--- config.mk ---
export PLATFORM = sky130hd
export DESIGN_NAME = layer_slice_scheduler
export DESIGN_NICKNAME = d
export VERILOG_FILES = /design/src/rtl/layer_slice_scheduler.sv
export SDC_FILE = /design/constraint.sdc
export NUM_CORES = 1
export LEC_CHECK = 0
export ABC_CLOCK_PERIOD_IN_PS = 5010
export CORE_ASPECT_RATIO = 1.4
export CORE_MARGIN = 4
export CORE_UTILIZATION = 25
export DETAILED_ROUTE_END_ITERATION = 12
export GPL_TIMING_DRIVEN = 0
export MAX_ROUTING_LAYER = met4
export PLACE_DENSITY = 0.46
export SYNTH_ARGS = -nofsm -noshare
export SYNTH_HDL_FRONTEND = slang
export SYNTH_SLANG_ARGS = --single-unit
--- constraint.sdc ---
create_clock -name clk -period 5.01 [get_ports clk]
set_clock_uncertainty 0.1 [all_clocks]
set_input_delay 1.002 -clock clk [delete_from_list [all_inputs] [get_ports clk]]
set_output_delay 1.002 -clock clk [all_outputs]
set_load 0.05 [all_outputs]
--- src/rtl/layer_slice_scheduler.sv ---
// rtl/layer_slice_scheduler.sv - layer-level (filter, slice) sequencer for the CNN slice controller
// Optional watchdog on the slice wait is enabled by defining SCHED_WATCHDOG_EN.
module layer_slice_scheduler #(
  parameter int CNT_WIDTH      = 8,
  parameter int ADDR_WIDTH     = 16,
  parameter int TIMEOUT_CYCLES = 4096
) (
  input  logic                  clk,
  input  logic                  resetState,
  input  logic                  layerStart,
  input  logic                  layerConvPool,
  input  logic [CNT_WIDTH-1:0]  numFilters,
  input  logic [CNT_WIDTH-1:0]  numSlices,
  input  logic [ADDR_WIDTH-1:0] filterBase,
  input  logic [ADDR_WIDTH-1:0] inputBase,
  input  logic [ADDR_WIDTH-1:0] outputBase,
  input  logic [ADDR_WIDTH-1:0] filterWords,
  input  logic [ADDR_WIDTH-1:0] sliceWords,
  input  logic [ADDR_WIDTH-1:0] outWords,
  input  logic                  sliceFinish,
  output logic                  sliceStart,
  output logic                  convPoolSelect,
  output logic                  filterLastLayer,
  output logic [ADDR_WIDTH-1:0] filterAddr,
  output logic [ADDR_WIDTH-1:0] windowAddr,
  output logic [ADDR_WIDTH-1:0] outputAddr,
  output logic [CNT_WIDTH-1:0]  filterIdx,
  output logic [CNT_WIDTH-1:0]  sliceIdx,
  output logic                  busy,
  output logic                  layerDone,
  output logic                  timeoutErr
);

  typedef enum logic [2:0] {
    S_IDLE, S_LATCH, S_ISSUE, S_WAIT, S_RELEASE, S_ADVANCE, S_DONE
  } state_t;

  localparam logic [CNT_WIDTH-1:0] CNT_ONE = CNT_WIDTH'(1);

  state_t                state_q;
  logic                  slice_start_q;
  logic                  layer_done_q;
  logic                  busy_q;
  logic                  mode_q;
  logic                  last_layer_q;
  logic [CNT_WIDTH-1:0]  nfilt_q;
  logic [CNT_WIDTH-1:0]  nslice_q;
  logic [CNT_WIDTH-1:0]  filter_idx_q;
  logic [CNT_WIDTH-1:0]  slice_idx_q;
  logic [ADDR_WIDTH-1:0] ibase_q;
  logic [ADDR_WIDTH-1:0] fwords_q;
  logic [ADDR_WIDTH-1:0] swords_q;
  logic [ADDR_WIDTH-1:0] owords_q;
  logic [ADDR_WIDTH-1:0] filter_addr_q;
  logic [ADDR_WIDTH-1:0] window_addr_q;
  logic [ADDR_WIDTH-1:0] output_addr_q;

  logic last_slice;
  logic last_filter;
  logic zero_count;
  logic next_is_last;

  // Compares run against latched counts, so a count of 2^CNT_WIDTH-1 never overflows idx.
  assign last_slice   = (slice_idx_q == nslice_q - CNT_ONE);
  assign last_filter  = mode_q | (filter_idx_q == nfilt_q - CNT_ONE);
  assign next_is_last = (slice_idx_q + CNT_ONE == nslice_q - CNT_ONE);
  assign zero_count   = (numSlices == '0) || (!layerConvPool && (numFilters == '0));

`ifdef SCHED_WATCHDOG_EN
  localparam int WD_W = $clog2(TIMEOUT_CYCLES) + 1;
  localparam logic [WD_W-1:0] WD_LAST = WD_W'(TIMEOUT_CYCLES - 1);
  localparam logic [WD_W-1:0] WD_ONE  = WD_W'(1);
  logic [WD_W-1:0] wd_q;
  logic            timeout_q;
`endif

  always_ff @(posedge clk or posedge resetState) begin
    if (resetState) begin
      state_q       <= S_IDLE;
      slice_start_q <= 1'b0;
      layer_done_q  <= 1'b0;
      busy_q        <= 1'b0;
      mode_q        <= 1'b0;
      last_layer_q  <= 1'b0;
      nfilt_q       <= '0;
      nslice_q      <= '0;
      filter_idx_q  <= '0;
      slice_idx_q   <= '0;
      ibase_q       <= '0;
      fwords_q      <= '0;
      swords_q      <= '0;
      owords_q      <= '0;
      filter_addr_q <= '0;
      window_addr_q <= '0;
      output_addr_q <= '0;
`ifdef SCHED_WATCHDOG_EN
      wd_q          <= '0;
      timeout_q     <= 1'b0;
`endif
    end else begin
      slice_start_q <= 1'b0;
      layer_done_q  <= 1'b0;
      case (state_q)
        S_IDLE: begin
          if (layerStart) begin
            state_q <= S_LATCH;
            busy_q  <= 1'b1;
`ifdef SCHED_WATCHDOG_EN
            timeout_q <= 1'b0;
`endif
          end
        end
        S_LATCH: begin
          mode_q        <= layerConvPool;
          nfilt_q       <= numFilters;
          nslice_q      <= numSlices;
          ibase_q       <= inputBase;
          fwords_q      <= filterWords;
          swords_q      <= sliceWords;
          owords_q      <= outWords;
          filter_idx_q  <= '0;
          slice_idx_q   <= '0;
          filter_addr_q <= filterBase;
          window_addr_q <= inputBase;
          output_addr_q <= outputBase;
          last_layer_q  <= layerConvPool | (numSlices == CNT_ONE);
          if (zero_count) begin
            state_q      <= S_DONE;
            busy_q       <= 1'b0;
            layer_done_q <= 1'b1;
          end else begin
            state_q       <= S_ISSUE;
            slice_start_q <= 1'b1;
          end
        end
        S_ISSUE: begin
          state_q <= S_WAIT;
`ifdef SCHED_WATCHDOG_EN
          wd_q    <= '0;
`endif
        end
        S_WAIT: begin
          if (sliceFinish) begin
            state_q <= S_RELEASE;
`ifdef SCHED_WATCHDOG_EN
          end else if (wd_q == WD_LAST) begin
            timeout_q    <= 1'b1;
            state_q      <= S_DONE;
            busy_q       <= 1'b0;
            layer_done_q <= 1'b1;
          end else begin
            wd_q <= wd_q + WD_ONE;
`endif
          end
        end
        S_RELEASE: begin
          // Finish must drop before the next start, so one start matches one finish.
          if (!sliceFinish) state_q <= S_ADVANCE;
        end
        S_ADVANCE: begin
          if (last_slice && last_filter) begin
            state_q      <= S_DONE;
            busy_q       <= 1'b0;
            layer_done_q <= 1'b1;
          end else begin
            state_q       <= S_ISSUE;
            slice_start_q <= 1'b1;
            if (mode_q) begin
              slice_idx_q   <= slice_idx_q + CNT_ONE;
              window_addr_q <= window_addr_q + swords_q;
              output_addr_q <= output_addr_q + owords_q;
            end else if (last_slice) begin
              // Filters are stored back to back, so filterAddr keeps accumulating.
              slice_idx_q   <= '0;
              filter_idx_q  <= filter_idx_q + CNT_ONE;
              filter_addr_q <= filter_addr_q + fwords_q;
              window_addr_q <= ibase_q;
              output_addr_q <= output_addr_q + owords_q;
              last_layer_q  <= (nslice_q == CNT_ONE);
            end else begin
              slice_idx_q   <= slice_idx_q + CNT_ONE;
              filter_addr_q <= filter_addr_q + fwords_q;
              window_addr_q <= window_addr_q + swords_q;
              last_layer_q  <= next_is_last;
            end
          end
        end
        S_DONE: begin
          state_q <= S_IDLE;
        end
        default: begin
          state_q <= S_IDLE;
        end
      endcase
    end
  end

  assign sliceStart      = slice_start_q;
  assign convPoolSelect  = mode_q;
  assign filterLastLayer = last_layer_q;
  assign filterAddr      = filter_addr_q;
  assign windowAddr      = window_addr_q;
  assign outputAddr      = output_addr_q;
  assign filterIdx       = filter_idx_q;
  assign sliceIdx        = slice_idx_q;
  assign busy            = busy_q;
  assign layerDone       = layer_done_q;
`ifdef SCHED_WATCHDOG_EN
  assign timeoutErr      = timeout_q;
`else
  assign timeoutErr      = 1'b0;
`endif

endmodule

Word level (Yosys, flattened, before mapping)
Cells that the tools add are included.
Cells by class
  add/sub/neg operators: 7
  eq/ne operators: 19
  multiplexer cells: 39
  bitwise operators: 2
  reduce and logical (&&, ||, !) cells: 15
Operators with widths (count)
  16-bit two-way mux: 8
  16-bit one-hot mux with 2 select lines: 3
  16-bit adder: 3
  8-bit two-way mux: 6
  8-bit one-hot mux with 2 select lines: 2
  8-bit equality test: 3
  3-bit one-hot mux with 6 select lines: 1
  8-bit by 1-bit adder with 8-bit output, second input constant: 2
  8-bit by 1-bit equality test with 1-bit output, second input constant: 2
  8-bit zero test: 2
  2-bit inequality test, second input constant: 8
  8-bit by 1-bit subtractor with 8-bit output, second input constant: 2
  3-bit two-way mux: 5
  1-bit two-way mux: 10
  3-bit AND reduction: 3
  4-bit AND reduction: 2
  3-bit by 2-bit equality test with 1-bit output, second input constant: 2
  3-bit equality test, second input constant: 2
  1-bit one-hot mux with 2 select lines: 3
  3-bit by 1-bit equality test with 1-bit output, second input constant: 1
  3-bit zero test: 1
  3-bit inequality test, second input constant: 1
  1-bit one-hot mux with 3 select lines: 1
  3-bit nonzero test: 1
  6 further kinds: 8
Word-level totals
  register bits after elaboration: 152
  bits of input ports: 117
  output and inout bits: 70
  logic and storage cells: 99

Longest topological paths before layout
Gate-level depths: netlist (run 1).
  depth in word-level cells: 6
  depth in mapped cells: 13

Worst setup path after synthesis (run 1)
No wires, ideal clock.
  path type: register to register
  from: reg filter_addr_q[1] (netlist: filterAddr[1])
  to: reg filter_addr_q[15] (netlist: filterAddr[15])
  data arrival time: 2.631 ns
  data required time: 4.787 ns
  slack: 2.156 ns
  stages on the path, launching flop included: 11
  buffers on the path: 0
  cells stage by stage: dfrtp_1 ha_1 a211oi_1 nor2_1 o31ai_1 a21oi_1 a41o_1 o41ai_1 xor2_1 a21oi_1 a2bb2oi_1
Between the ends
  word-level cells in the longest chain between the ends: 4
Ends and longest elaborated chain
  from (decl): line 54  | logic [ADDR_WIDTH-1:0] filter_addr_q;
  from (signal assigned): line 123  | filter_addr_q <= filterBase;
  from (signal assigned): line 176  | filter_addr_q <= filter_addr_q + fwords_q;
  from (signal assigned): line 182  | filter_addr_q <= filter_addr_q + fwords_q;
  16-bit adder: line 176, 182
  16-bit two-way mux: line 168  | if (mode_q) begin
  16-bit two-way mux: line 161  | if (last_slice && last_filter) begin
  16-bit one-hot mux with 2 select lines: line 103  | case (state_q)
Every way passes these cells. The select of a mux whose other input is x is not followed.
A chain may end at the register's enable or synchronous reset.

Worst setup path after layout (run 1)
  from: reg nslice_q[0]
  to: reg window_addr_q[7] (netlist: windowAddr[7])
Between the ends
  word-level cells in the longest chain between the ends: 6
Ends and longest elaborated chain
  from (decl): line 47  | logic [CNT_WIDTH-1:0] nslice_q;
  from (signal assigned): line 116  | nslice_q <= numSlices;
  8-bit by 1-bit subtractor with 8-bit output (*): line 64  | assign last_slice = (slice_idx_q == nslice_q - CNT_ONE);
  8-bit equality test (*): line 64
  16-bit two-way mux: line 172  | end else if (last_slice) begin
  16-bit two-way mux: line 168
  16-bit two-way mux: line 161
  16-bit one-hot mux with 2 select lines: line 103
  to (signal assigned): line 170  | window_addr_q <= window_addr_q + swords_q;
  to (signal assigned): line 177  | window_addr_q <= ibase_q;
  to (signal assigned): line 183  | window_addr_q <= window_addr_q + swords_q;
  to (decl): line 55  | logic [ADDR_WIDTH-1:0] window_addr_q;
Every way passes the cells marked *; elsewhere a longest branch is shown, timed or not. The select of a mux whose other input is x is not followed.

==> results of run 1 <==
==> flip-flops by register name, indices dropped and copies added, names as in the netlist, 3 cells and up <==
register	count
fwords_q	16
nfilt_q	8
outputAddr	16
sliceIdx	8
owords_q	16
nslice_q	8
ibase_q	16
filterAddr	16
swords_q	16
state_q	3
filterIdx	8
windowAddr	16
==> synth_stat cells, drive strengths merged (9+ instances only) <==
cell    number
nand2      310
dfrtp      152
nor2        84
o21ai       73
a21oi       59
ha          50
xnor2       31
xor2        29
inv         26
buf         23
clkbuf      23
nor3        22
nand3       20
a211oi      16
a21o        12
a31oi       11
or3         11
nor2b       10
o211ai      10
o21a        10
o31ai       10
and3         9
nand2b       9
nand4        9
o22ai        9
==> cell families after synthesis <==
kind of cell             Yosys count  synth area share [%]
AO/OA/AOI/OAI                    243                 16.98
XOR/XNOR                          61                 5.949
other                              1               0.04071
flip-flops                       152                 41.29
AND/OR/NAND/NOR                  505                 23.76
multiplexers                       9                 1.019
adder cells (fa/ha/maj)           53                 7.444
buffers and inverters             72                 3.518
==> worst max-delay path by stage <==
stage,to,slack [ns]
finish,windowAddr[7],1.91
CTS,sliceIdx[2],1.80
floorplan,busy,1.99
global placement,swords_q[5],0.33
global route,windowAddr[15],1.61
detailed placement,sliceIdx[2],1.82
==> worst reg2reg max path: stages (launching register included) <==
cell	delay, ns
dfrtp_1	0.44
or3_4	0.45
o31a_1	0.28
nor4_2	0.35
nand4b_2	0.29
nor2_2	0.37
buf_2	0.34
o211ai_1	0.13
o21ai_0	0.12
o21ai_0	0.10
==> layout make-up <==
| cell class | instances | area, sq um |
|---|---|---|
| clock inverter | 14 | 133.9 |
| fill | 3835 | 23790 |
| sequential | 152 | 3804 |
| timing repair buffer | 190 | 1959 |
| buffer | 46 | 226.5 |
| tap | 462 | 578.1 |
| clock buffer | 18 | 439.2 |
| multi-input combinational | 872 | 5084 |
| inverter | 26 | 101.3 |
| antenna | 1 | 2.502 |
==> metrics by stage <==
step	instance area [sq um]	setup WS, ns
global placement	11640	0.3297
detailed placement	11750	1.823
finish	12330	1.906
CTS	12330	1.803
global route	12330	1.611
floorplan	9215	1.991
==> power groups by stage <==
stage               clock network (mW)  logic (mW)  registers (mW)
global placement                     0        5.57            2.28
CTS                               1.34        5.66            2.27
detailed placement                   0        5.63            2.28
floorplan                            0        3.33            2.89
global route                      1.39        6.21            2.34
finish                            1.29        5.59            2.26
==> routing by layer <==
layer / routed length, um / vias to the layer above / GRT usage [%]
met5: 0 / - / -
met1: 13660 / 4055 / 19.62
li1: - / 4204 / -
met3: 1504 / 49 / 3.679
met4: 1036 / 0 / 6.392
met2: 16700 / 199 / 28.75
==> metrics, run 1 <==
slowest CP cell or3_4; clock-pin slew of the registers on the worst-case setup and hold paths 0.07 ns; Synth Net Count 1266; layout cells sized above 1 5.311%; Crit path arrival time 3.32 ns; hold_buf cts 0; fin crit share 61.96%; num rows 82; Logic pwr share 61.1%; # IOs 187; die area 40020 sq um; Synth area leader dfrtp_1; final core utilization 34.14%; fin crit period 3.104 ns; Relative slew margins 37.91%; Setup TNS Final 0 ns; first drt pass iteration count 5; remaining global-route overflow 0; leakage power 5.499 nW; Crit path buffers/inverters 1; register share of total power 24.7%; Power, Total 9.147 mW; H-tree levels 4; Die W 170.2 um; most common cell after layout, fill and taps aside nand2_1; R2R Setup Slk 1.91 ns; endpoint of the worst register-to-register path windowAddr[7]; RSZ-0062 raised after global routing no; Startpoint Class register; flops & latches, synth 152; Synth Flop Type dfrtp_1; EDFF count, synth 0; global-route wire length before repair 50.76 mm; CP Data Required Time 5.22 ns; maximum VDD drop 0.3547 mV; via/cell ratio 4.777; CP most frequent cell o21ai_0; Synth Warn # 0; WHS Endpoint ibase_q[8]; Tot GR Track Use 16.99%; area share of the largest cell type after synthesis 41.29%; cell-internal power 4.677 mW; # port buffers 185; Area contributors post-synth dfrtp_1 (41%), nand2_1 (13%), ha_1 (6.8%); crit-path cells or3_4 -> o31a_1 -> nor4_2 -> nand4b_2 -> nor2_2 -> buf_2 -> o211ai_1 -> o21ai_0 -> o21ai_0; DP Wirelength 25.41 mm; Clock Tree Root clkbuf_16; PostCTS Resize Cnt 0; Die Y 235.1 um; kind of critical path register to register; MaxCap Viol Count 0; Post-route DRC 0; wire per inst 18.47 um; fmax 0.3221 GHz; GP Congestion 0.8522; Hold Path Class register to register; Seq/Total Area, Yosys 41.29%; Synth Area per Inst 8.405 sq um; Mapped Area 9211 sq um; Pwr Density 741.9 nW/um^2; DR vias 8507; CP top delay family simple AND/OR/NAND/NOR gates; dpl cells 1748; Sw Share 48.87%; outcome completed; clk_lat worst skew 0.45 ns; min-delay src ibase_q[8]; Hold Path Cell Cnt 2; Final Hold Viols 0; core area 36110 sq um; Antenna Nets Post-Route 0; clock sinks 152; Sw Pwr 4.470 mW; Final Setup Violations 0; vias in the first global route 8726; clock share of power 14.1%; WHS 0.3737 ns; largest net degree at the start of global routing 32; Least-Margin Pin Slew 0.9313 ns; number of cells on the critical path 9; initial antenna violation count 1; R2R cell count 9; R2R Path Start nslice_q[0]; final WL 32.90 mm; # nets final 1475; most frequent cells in the layout nand2_1 (309), clkdlybuf4s50_1 (185), dfrtp_1 (152); Area Overhead vs Synth 33.84%; crit path capture type register; number of setup buffers added after CTS 0; largest fanout on the critical path 10; worst setup path startpoint nslice_q[0]; Cells after Synth 1096; CTS Buf Count 17; non-filler cells, final 1781; fin. max-slew vios 0; Initial Util 25.51%; slowest stage delay, CP 0.45 ns; CTS Buffer Depth 2; Distinct cells, synth 75; CTS tree yes; starting DRC count in detailed routing 422; asr flop ratio synth 100.0%
(Power assumes the default switching activity.)
==> run 2, diff against run 1 <==
--- a/config.mk
+++ b/config.mk
@@ -5,14 +5,14 @@
 export SDC_FILE = /design/constraint.sdc
 export NUM_CORES = 1
 export LEC_CHECK = 0
-export ABC_CLOCK_PERIOD_IN_PS = 5010
+export ABC_CLOCK_PERIOD_IN_PS = 3100
 export CORE_ASPECT_RATIO = 1.4
 export CORE_MARGIN = 4
 export CORE_UTILIZATION = 25
 export DETAILED_ROUTE_END_ITERATION = 12
 export GPL_TIMING_DRIVEN = 0
 export MAX_ROUTING_LAYER = met4
-export PLACE_DENSITY = 0.46
+export PLACE_DENSITY = 0.45
 export SYNTH_ARGS = -nofsm -noshare
 export SYNTH_HDL_FRONTEND = slang
 export SYNTH_SLANG_ARGS = --single-unit
==> constraint.sdc (replaced) <==
create_clock -name clk -period 3.1 [get_ports clk]
set_clock_uncertainty 0.1 [all_clocks]
set_input_delay 0.62 -clock clk [delete_from_list [all_inputs] [get_ports clk]]
set_output_delay 0.62 -clock clk [all_outputs]
set_load 0.05 [all_outputs]
==> run 2 against run 1 <==
Effect of this change:
- worst hold slack improved by 0.0021 ns
- register-to-register slack got worse by 1.8 ns
- sequential power increased by 63%
- via count decreased by 0.24%
- routed wire length increased by 1.4%
- largest power group unchanged
==> metrics, run 2 (synthesis gave the netlist of run 1 again) <==
Final Hold Viols 0 (unchanged); outcome completed; CTS tree yes; Die W 170.2 um (unchanged); initial antenna violation count 1 (unchanged); die area 40020 sq um (unchanged); CTS Buffer Depth 2 (unchanged); leakage power 5.571 nW (+1.3%); vias in the first global route 8879 (+1.8%); largest net degree at the start of global routing 33 (+3.1%); Fill cells 3794 (-1.1%); CP most frequent cell o21ai_0; largest fanout on the critical path 10 (unchanged); Tot GR Track Use 17.41% (+0.42 points); via/cell ratio 4.755 (-0.46%); Relative slew margins 38.05% (+0.14 points); most common cell after layout, fill and taps aside nand2_1; fin crit period 2.956 ns (-0.1488 ns); H-tree levels 4 (unchanged); setup ws final 0.1445 ns (-1.761 ns); Setup WS pre-CTS -0.1768 ns (-2.000 ns); global-route wire length before repair 51.99 mm (+2.4%); starting DRC count in detailed routing 431 (+2.1%); Crit path buffers/inverters 1 (unchanged); Initial Util 25.51% (unchanged); fmax 0.3383 GHz (+5.0%); GP Congestion 0.8405 (-1.4%); slowest CP cell dfrtp_1; Startpoint Class register; Power, Total 15.18 mW (+66%); # port buffers 185 (unchanged); Area Overhead vs Synth 36.13%; hold_buf cts 0 (unchanged); slowest stage delay, CP 0.49 ns (+0.04 ns); clock sinks 152 (unchanged); CP top delay family simple AND/OR/NAND/NOR gates; Crit path arrival time 3.17 ns (-0.15 ns); Clock Tree Root clkbuf_16; Setup TNS Final 0 ns (unchanged); remaining global-route overflow 0 (unchanged); layout cells sized above 1 6.808% (+1.5 points); DR vias 8487 (-0.24%); Die Y 235.1 um (unchanged); DP Wirelength 25.55 mm (+0.52%); MaxCap Viol Count 0 (unchanged); most frequent cells in the layout nand2_1 (309), clkdlybuf4s50_1 (185), dfrtp_1 (151); # nets final 1479 (+0.27%); clock-pin slew of the registers on the worst-case setup and hold paths 0.07 ns (about the same); clk_lat worst skew 0.45 ns (about the same); Post-route DRC 0 (unchanged); Pwr Density 1210 nW/um^2 (+63%); fin crit share 95.34% (+33 points); crit-path cells or3_4 -> o31a_1 -> nor4_4 -> nand4b_2 -> nor2_4 -> buf_2 -> o211ai_1 -> o21ai_0 -> o21ai_0; fin. max-slew vios 0 (unchanged); maximum VDD drop 0.5188 mV (+46%); final WL 33.35 mm (+1.4%); Antenna Nets Post-Route 0 (unchanged); core area 36110 sq um (unchanged); final core utilization 34.72% (+0.59 points); Final Setup Violations 0 (unchanged); area of the multi-input gates 5187 sq um (+2.0%); wire per inst 18.68 um (+1.1%); # IOs 187 (unchanged); crit path capture type register; WHS 0.3757 ns (+0.002063 ns); kind of critical path register to register; sequential cell area 3805 sq um (about the same); CP Data Required Time 3.32 ns (-1.90 ns); first drt pass iteration count 5 (unchanged); CTS Buf Count 17 (unchanged); Least-Margin Pin Slew 0.9292 ns (-0.002097 ns); num rows 82 (unchanged); Hold Path Class register to register
==> run 2: cell types whose count changed in the layout (fill, tap and decap cells not counted), sizes merged <==
cell,delta
clkinvlp,+1
bufinv,+2
buf,+3
clkbuf,+1
clkdlybuf4s15,+1
inv,-6
clkinv,+2
==> run 2: layout make-up <==
type / count / area share [%]
multi-input combinational: 872 / 41.37
sequential: 152 / 30.34
timing repair buffer: 194 / 15.96
tap: 462 / 4.610
clock buffer: 19 / 3.612
buffer: 46 / 1.916
clock inverter: 13 / 1.357
inverter: 26 / 0.8082
antenna: 1 / 0.01996
==> run 2: what timing repair did <==
action | in CTS | in global routing
buffers inserted | 0 | 4
endpoints found under the setup margin | 18 | 56
resized for setup | 4 | 25
pin swaps | 0 | 3
==> run 2: stage by stage <==
step           instance area, sq um  std cells
3_3_place_gp                  11640       1743
4_1_cts                       12390       1780
6_report                      12540       1785
5_1_grt                       12540       1785
3_5_place_dp                  11750       1748
2_1_floorplan                  9215       1096
==> run 2: metal layers <==
layer	track usage [%]	vias to the layer above	share of wire (%)
met4	5.424	0	2.2
met1	20.59	4049	42
li1	-	4208	-
met2	29.59	189	51
met3	3.595	41	4.4
met5	-	-	0
==> run 2: worst register-to-register path, cell delays in order (launching register included) <==
cell	delay [ns]
dfrtp_1	0.49
or3_4	0.42
o31a_1	0.30
nor4_4	0.28
nand4b_2	0.32
nor2_4	0.28
buf_2	0.31
o211ai_1	0.14
o21ai_0	0.10
o21ai_0	0.10
==> run 2: power breakdown <==
part           internal [mW]  switching (mW)  leakage, nW  total [mW]
Sequential              2.89           0.791         1.87        3.68
Combinational           3.64            5.60         3.41        9.24
Clock                   1.32           0.943        0.296        2.26
==> run 2: worst paths after layout <==
check                            startpoint       endpoint  depth (start not counted)  slack [ns]
worst max-delay path            nslice_q[2]  windowAddr[7]                          9        0.14
worst min-delay path             ibase_q[8]     ibase_q[8]                          2        0.38
worst max register to register  nslice_q[2]  windowAddr[7]                          9        0.14
worst min register to register   ibase_q[8]     ibase_q[8]                          2        0.38
max in group asynchronous        resetState  outputAddr[2]                          6        1.08
min in group asynchronous        resetState  filterAddr[3]                          2        0.56
==> run 3, diff against run 2 <==
--- a/config.mk
+++ b/config.mk
@@ -9,6 +9,7 @@
 export CORE_ASPECT_RATIO = 1.4
 export CORE_MARGIN = 4
 export CORE_UTILIZATION = 25
+export CTS_CLUSTER_DIAMETER = 80
 export DETAILED_ROUTE_END_ITERATION = 12
 export GPL_TIMING_DRIVEN = 0
 export MAX_ROUTING_LAYER = met4
==> results of run 3 <==
The final DEF is identical to that of run 2; final timing and power are the same.
